### src/rtl/sync_bcd_down_timer.sv
// Programmable multi-digit BCD down-counter/timer with valid/ready preload,
// start/stop control, terminal-count done pulse and optional auto-reload.
module sync_bcd_down_timer #(
    parameter int unsigned DIGITS = 4
) (
    input  logic                  clk_i,
    input  logic                  rst_i,
    input  logic                  tick_i,
    input  logic                  load_valid_i,
    output logic                  load_ready_o,
    input  logic [4*DIGITS-1:0]   load_data_i,
    input  logic                  start_i,
    input  logic                  stop_i,
    input  logic                  auto_reload_i,
    output logic [4*DIGITS-1:0]   count_o,
    output logic                  running_o,
    output logic                  done_o,
    output logic                  load_error_o
);

    localparam int unsigned W = 4 * DIGITS;

    typedef enum logic [1:0] {
        IDLE = 2'd0,
        RUN  = 2'd1,
        DONE = 2'd2
    } state_t;

    state_t         state_q;
    state_t         state_d;
    logic [W-1:0]   reload_q;
    logic [W-1:0]   reload_d;
    logic [W-1:0]   count_d;
    logic           done_d;
    logic           load_error_d;

    logic           load_accept;
    logic           load_ok;
    logic           count_zero;
    logic           count_one;

    // True when every nibble is a legal BCD digit.
    function automatic logic is_bcd(input logic [W-1:0] v);
        logic ok;
        ok = 1'b1;
        for (int unsigned i = 0; i < DIGITS; i++) begin
            if (v[4*i +: 4] > 4'd9) ok = 1'b0;
        end
        return ok;
    endfunction

    // BCD decrement by one: a zero digit wraps to nine and borrows upward.
    function automatic logic [W-1:0] bcd_dec(input logic [W-1:0] v);
        logic [W-1:0] r;
        logic [3:0]   d;
        logic         borrow;
        r      = v;
        borrow = 1'b1;
        for (int unsigned i = 0; i < DIGITS; i++) begin
            d = v[4*i +: 4];
            if (borrow) begin
                if (d == 4'd0) begin
                    d = 4'd9;
                end else begin
                    d      = d - 4'd1;
                    borrow = 1'b0;
                end
            end
            r[4*i +: 4] = d;
        end
        return r;
    endfunction

    assign load_accept = load_valid_i && (state_q != RUN);
    assign load_ok     = is_bcd(load_data_i);
    assign count_zero  = (count_o == '0);
    assign count_one   = (count_o == W'(1));

    // State register
    always_ff @(posedge clk_i) begin
        if (rst_i) begin
            state_q <= IDLE;
        end else begin
            state_q <= state_d;
        end
    end

    // Next-state logic
    always_comb begin
        state_d = state_q;
        case (state_q)
            IDLE, DONE: begin
                if (load_accept) begin
                    if (load_ok) begin
                        state_d = (start_i && (load_data_i != '0)) ? RUN : IDLE;
                    end
                end else if (start_i && !count_zero) begin
                    state_d = RUN;
                end
            end
            RUN: begin
                if (stop_i) begin
                    state_d = IDLE;
                end else if (tick_i && count_one && !auto_reload_i) begin
                    state_d = DONE;
                end
            end
            default: state_d = IDLE;
        endcase
    end

    // Output/datapath next values
    always_comb begin
        count_d      = count_o;
        reload_d     = reload_q;
        done_d       = 1'b0;
        load_error_d = 1'b0;
        if (state_q == RUN) begin
            if (!stop_i && tick_i) begin
                if (count_one) begin
                    done_d  = 1'b1;
                    count_d = auto_reload_i ? reload_q : '0;
                end else begin
                    count_d = bcd_dec(count_o);
                end
            end
        end else if (load_accept) begin
            if (load_ok) begin
                count_d  = load_data_i;
                reload_d = load_data_i;
            end else begin
                load_error_d = 1'b1;
            end
        end
    end

    // Registered outputs
    always_ff @(posedge clk_i) begin
        if (rst_i) begin
            count_o      <= '0;
            reload_q     <= '0;
            done_o       <= 1'b0;
            load_error_o <= 1'b0;
            running_o    <= 1'b0;
            load_ready_o <= 1'b1;
        end else begin
            count_o      <= count_d;
            reload_q     <= reload_d;
            done_o       <= done_d;
            load_error_o <= load_error_d;
            running_o    <= (state_d == RUN);
            load_ready_o <= (state_d != RUN);
        end
    end

endmodule

### config.mk
export PLATFORM = sky130hd
export DESIGN_NAME = sync_bcd_down_timer
export DESIGN_NICKNAME = d
export VERILOG_FILES = /design/src/rtl/sync_bcd_down_timer.sv
export SDC_FILE = /design/constraint.sdc
export NUM_CORES = 1
export LEC_CHECK = 0
export CAP_MARGIN = 20
export CORE_MARGIN = 2
export CORE_UTILIZATION = 51
export CTS_CLUSTER_SIZE = 24
export DETAILED_ROUTE_END_ITERATION = 10
export PLACE_DENSITY = 0.8
export SLEW_MARGIN = 0
export SYNTH_ARGS = -nofsm -noshare
export SYNTH_HDL_FRONTEND = slang
export SYNTH_SLANG_ARGS = --single-unit
### constraint.sdc
create_clock -name clk_i -period 2.1 [get_ports clk_i]
set_input_delay 0.42 -clock clk_i [delete_from_list [all_inputs] [get_ports clk_i]]
set_output_delay 0.42 -clock clk_i [all_outputs]
set_load 0.03 [all_outputs]
======== Word-level counts from Yosys, hierarchy flattened ========
Cells that the tools add are included.
word-level totals
  flip-flop bits (word level) ............. 38
  input bits .............................. 23
  output and inout bits ................... 20
  word-level logic and storage cells ...... 97
operators by class
  add/subtract/negate cells ............... 4
  order comparisons ....................... 4
  equal/unequal tests ..................... 10
  mux-type cells .......................... 40
  bitwise gates (word level) .............. 3
  reduce and logical (&&, ||, !) cells .... 26
operators by type and width
  kind                                                                      number
  16-bit two-way mux                                                        6
  4-bit two-way mux                                                         7
  1-bit two-way mux                                                         21
  16-bit by 1-bit == test with 1-bit output (second input constant)         1
  4-bit greater-than comparator (second input constant)                     4
  16-bit logical NOT                                                        1
  4-bit logical NOT                                                         4
  16-bit nonzero test                                                       1
  4-bit by 1-bit subtractor with 4-bit output (second input constant)       4
  4-bit AND reduction                                                       3
  2-bit two-way mux                                                         5
  3-bit by 2-bit inequality test with 1-bit output (second input constant)  3
  1-bit logical AND                                                         6
  2-bit by 1-bit inequality test with 1-bit output (second input constant)  3
  3-bit AND reduction                                                       2
  3-bit OR reduction                                                        2
  2-bit by 1-bit == test with 1-bit output (second input constant)          2
  2-bit case mux with 2 select lines                                        1
  2-bit nonzero test                                                        2
  1-bit logical NOT                                                         3
  1-bit NOT                                                                 3
  2-bit == test (second input constant)                                     1
  2-bit logical NOT                                                         1
  2-bit OR reduction                                                        1

======== Depth between registers and ports, before layout ========
  word-level depth ........................ 17
  depth in mapped cells ................... 6

======== Least setup slack after synthesis ========
Ideal clock, no wire load.
  path type ............................... reg-to-reg
  from .................................... reg count_o[0]
  to ...................................... reg count_o[0]
  arrival time ............................ 1738 ps
  required time ........................... 2032 ps
  setup slack ............................. 294 ps
  stages on the path, launching flop included .. 6
  path buffers ............................ 0
  period minus slack after synthesis ...... 1806 ps
  path through ............................ dfxtp_1 > nor4b_1 > and4_1 > nand3_1 > a311o_1 > a21oi_2
between the ends
  word-level cells in the longest chain between the ends .. 5
  elaborated cells on any way between the ends .. 7
ends and longest elaborated chain
  element                                                                                  line    RTL
  from (decl)                                                                              15      output logic [4*DIGITS-1:0] count_o,
  from (signal assigned)                                                                   147     count_o <= count_d;
  4-bit by 1-bit subtractor with 4-bit output / 4-bit logical NOT (equally long branches)  65, 62
  4-bit two-way mux                                                                        62      if (d == 4'd0) begin
  16-bit two-way mux *                                                                     120     if (count_one) begin
  16-bit two-way mux *                                                                     119     if (!stop_i && tick_i) begin
  16-bit two-way mux *                                                                     118     if (state_q == RUN) begin
Every way passes the cells marked *; elsewhere a longest branch is shown, timed or not. The select of a mux whose other input is x is not followed.
A chain may end at the register's enable or synchronous reset.

======== Final worst setup path ========
  from .................................... in load_data_i[10]
  to ...................................... reg count_o[4]
between the ends
  word-level cells in the longest chain between the ends .. 5
ends and longest elaborated chain
  element                          line  RTL
  from (decl)                      11    input logic [4*DIGITS-1:0] load_data_i,
  4-bit greater-than comparator    47    if (v[4*i +: 4] > 4'd9) ok = 1'b0;
  1-bit two-way mux (2 in series)  47
  2-bit nonzero test (no line)     n/a
  4-bit AND reduction (no line)    n/a
No other way between the ends.

==> results_dict.tcl <==
set metrics [dict create \
    required_ns 2.26 \
    grt_antenna_before_repair 0 \
    clock-root-buffer "clkbuf_8" \
    clkLatencyLatePin_ns 0.30 \
    numPortBuffers 42 \
    clkPwrFrac 0.312 \
    max-clock-path-buffers 2 \
    post-route-worst-setup-slack_ns 0.0866 \
    slew_headroom 0.641 \
    power_frac_seq 0.404 \
    antenna_cells 0 \
    synth-async-reset-ratio 0 \
    cts_tree "done" \
    mostFrequentLayoutCells "57 x nand2_1, 42 x clkdlybuf4s50_1, 38 x dfxtp_1" \
    firstDrtPassIters 5 \
    cp_max_fo 8 \
    pwr-share-comb 0.284 \
    drt_iter0_drc 327 \
    drv_cap 0 \
    finalNetCount 352 \
    synth_area_um2 2070 \
    fin_crit_ns 2.01 \
    chipHeight_um 67.7 \
    grt_pass1_wl_mm 10.4 \
    power_mw 2.00 \
    peakVddDrop_v 0.000454 \
    worstMarginPinSlew_ns 0.537 \
    cts_buffers 5 \
    drc_errors 0 \
    p_sw_frac 0.321 \
    synth_enable_flop_cells 0 \
    fmax_mhz 497 \
    end_kind "flip-flop" \
    critPathKind "in2reg" \
    dp_hpwl_mm 4.69 \
    synth_cell_types 58 \
    yosysSeqAreaShare 0.368 \
    layoutNonFillerInstCount 380 \
    p_sw_mw 0.641 \
    gr-total-overflow 0 \
    report.final.slew_viol_count 0 \
    synth.ff_latch_count 38 \
    ctsHoldBuffers 0 \
    die_area_um2 4580 \
    gp_congestion 0.915 \
    clock_skew_ns 0.0115 \
    die_x_um 67.7 \
    cts_sinks 38 \
    syn_avg_cell_area_um2 7.93 \
    synth_nets 284 \
    synth.yosys.warnings 0 \
    drt_wl_total_mm 6.51 \
    clkSlewWorstSetupHoldPaths_ns 0.08 \
    p_leak_nw 1.01 \
    num_io_pins 43 \
    post_drt_via_cell_ratio 6.23 \
    crit_path_start_kind "input port" \
    initial_core_util 0.525 \
    syn2layout_area_growth_pct 39.1 \
    hp-class "reg2reg" \
    ant_nets 0 \
    syn_inst 261 \
    final_common_cell "nand2_1" \
    power_density_nw_per_um2 695 \
    routedWlPerCell_um 17.1 \
    grt_max_degree 37 \
    rsz0062_at_grt "no" \
    timing.hold.ws_ns 0.457 \
    core_area_um2 3940 \
    first_global_vias 2147 \
    rows 23 \
    grt_usage 0.306 \
    period_share 0.959 \
    nFillCells 304 \
    post-cts-setup-buffers 0 \
    h-tree-depth 2 \
    dp_slack_ns -0.198 \
    via_count 2368 \
    drive_gt1_frac 0.176 \
    ys_dominant_reg_cell "dfxtp_1" \
    worstPathArrival_ns 2.17 \
    fin_tns_setup_ns 0 \
    outcome "completed" \
    hold_viol 0 \
    dp_cells 372 \
    setup_viol 0 \
    power.internal_mw 1.36 \
]
-- through the flow --
| step | util | instance area (µm²) |
|---|---|---|
| 3_5_place_dp | 0.702 | 2770 |
| 5_1_grt | 0.730 | 2880 |
| 3_3_place_gp | 0.702 | 2770 |
| 4_1_cts | 0.729 | 2880 |
| 2_1_floorplan | - | 2070 |
| 6_report | 0.730 | 2880 |
-- worst paths after layout --
check            endpoint  cells after the start  slack, ns       startpoint
min reg2reg  reload_q[11]                      2       0.46     reload_q[11]
max            count_o[4]                      7       0.09  load_data_i[10]
min          reload_q[11]                      2       0.46     reload_q[11]
max reg2reg   count_o[13]                      6       0.16      count_o[13]
-- routing by layer --
| layer | track usage | wire (µm) | part of all wire |
|---|---|---|---|
| met5 | 0 | 0 | 0 |
| met4 | 0.128 | 161 | 0.025 |
| met3 | 0.0483 | 549 | 0.084 |
| met2 | 0.509 | 3170 | 0.49 |
| met1 | 0.393 | 2630 | 0.40 |
-- power groups by stage --
stage          clock network (mW)  logic, mW  registers, mW
3_5_place_dp                    0      0.554          0.823
5_1_grt                     0.652      0.612          0.813
4_1_cts                     0.629      0.558          0.806
6_report                    0.624      0.568          0.808
2_1_floorplan                   0      0.262          0.872
3_3_place_gp                    0      0.546          0.821
-- cells in the mapped netlist (2+ instances only) --
cell type  count  area share
dfxtp_1       38        0.37
nand2_1       57        0.10
a21o_1         2      0.0073
mux2i_1        2      0.0097
and4_1         2      0.0085
o211ai_1       2      0.0073
o21bai_1       2      0.0073
nand4b_1       2      0.0085
o221ai_1       4       0.017
buf_2          2      0.0048
nand2b_1       3      0.0091
nor2_1         8       0.015
nor4_2         2       0.012
a21oi_1       29       0.070
and2_1         3      0.0091
a2111oi_0      2      0.0085
nand3_1        9       0.022
nor4_1         5       0.015
a211oi_1       3       0.011
or2_2          2      0.0060
nor3_1         8       0.019
inv_1          2      0.0036
a31o_2         2      0.0085
a31oi_1        7       0.021
nand4_1        3      0.0091
and3_1         2      0.0060
o21ai_0       14       0.034
clkbuf_1      12       0.022
o21a_1         3       0.011
-- area by class of cell --
type / instances / area [µm²] / share of cell area
clock inverter: 3 / 40.0 / 0.0139
tap: 50 / 62.6 / 0.0217
multi-input combinational: 206 / 1240 / 0.430
sequential: 38 / 761 / 0.264
timing repair buffer: 76 / 701 / 0.243
inverter: 2 / 7.51 / 0.00261
clock buffer: 5 / 68.8 / 0.0239
-- what timing repair did --
action                                  in CTS  in global routing
endpoints found under the setup margin       0                 12
gates resized for setup                      0                  4
endpoints found under the hold margin        0                  0
-- state kept, by name, summed over array words and instances, names as in the netlist --
register      count
count_o          16
state_q           2
done_o            1
load_error_o      1
running_o         1
reload_q         16
load_ready_o      1
-- worst max-delay path, cell delays in order --
cell             delay [ns]
clkdlybuf4s50_1        0.43
o21ai_0                0.30
nand4_1                0.24
o21ai_2                0.24
buf_4                  0.21
and2_1                 0.19
o221ai_1               0.13
-- logic make-up (layout without fill, tap and decap cells) --
| group | after synthesis | after routing | share of synthesized area |
|---|---|---|---|
| xor gates and xnor gates | 1 | 1 | 0.00423 |
| AOI/OAI and AO/OA | 91 | 91 | 0.310 |
| and+or+nand+nor | 112 | 112 | 0.273 |
| DFF | 38 | 38 | 0.368 |
| muxes | 2 | 2 | 0.00967 |
| buffers and inverters | 17 | 86 | 0.0357 |
(Power assumes the default switching activity.)
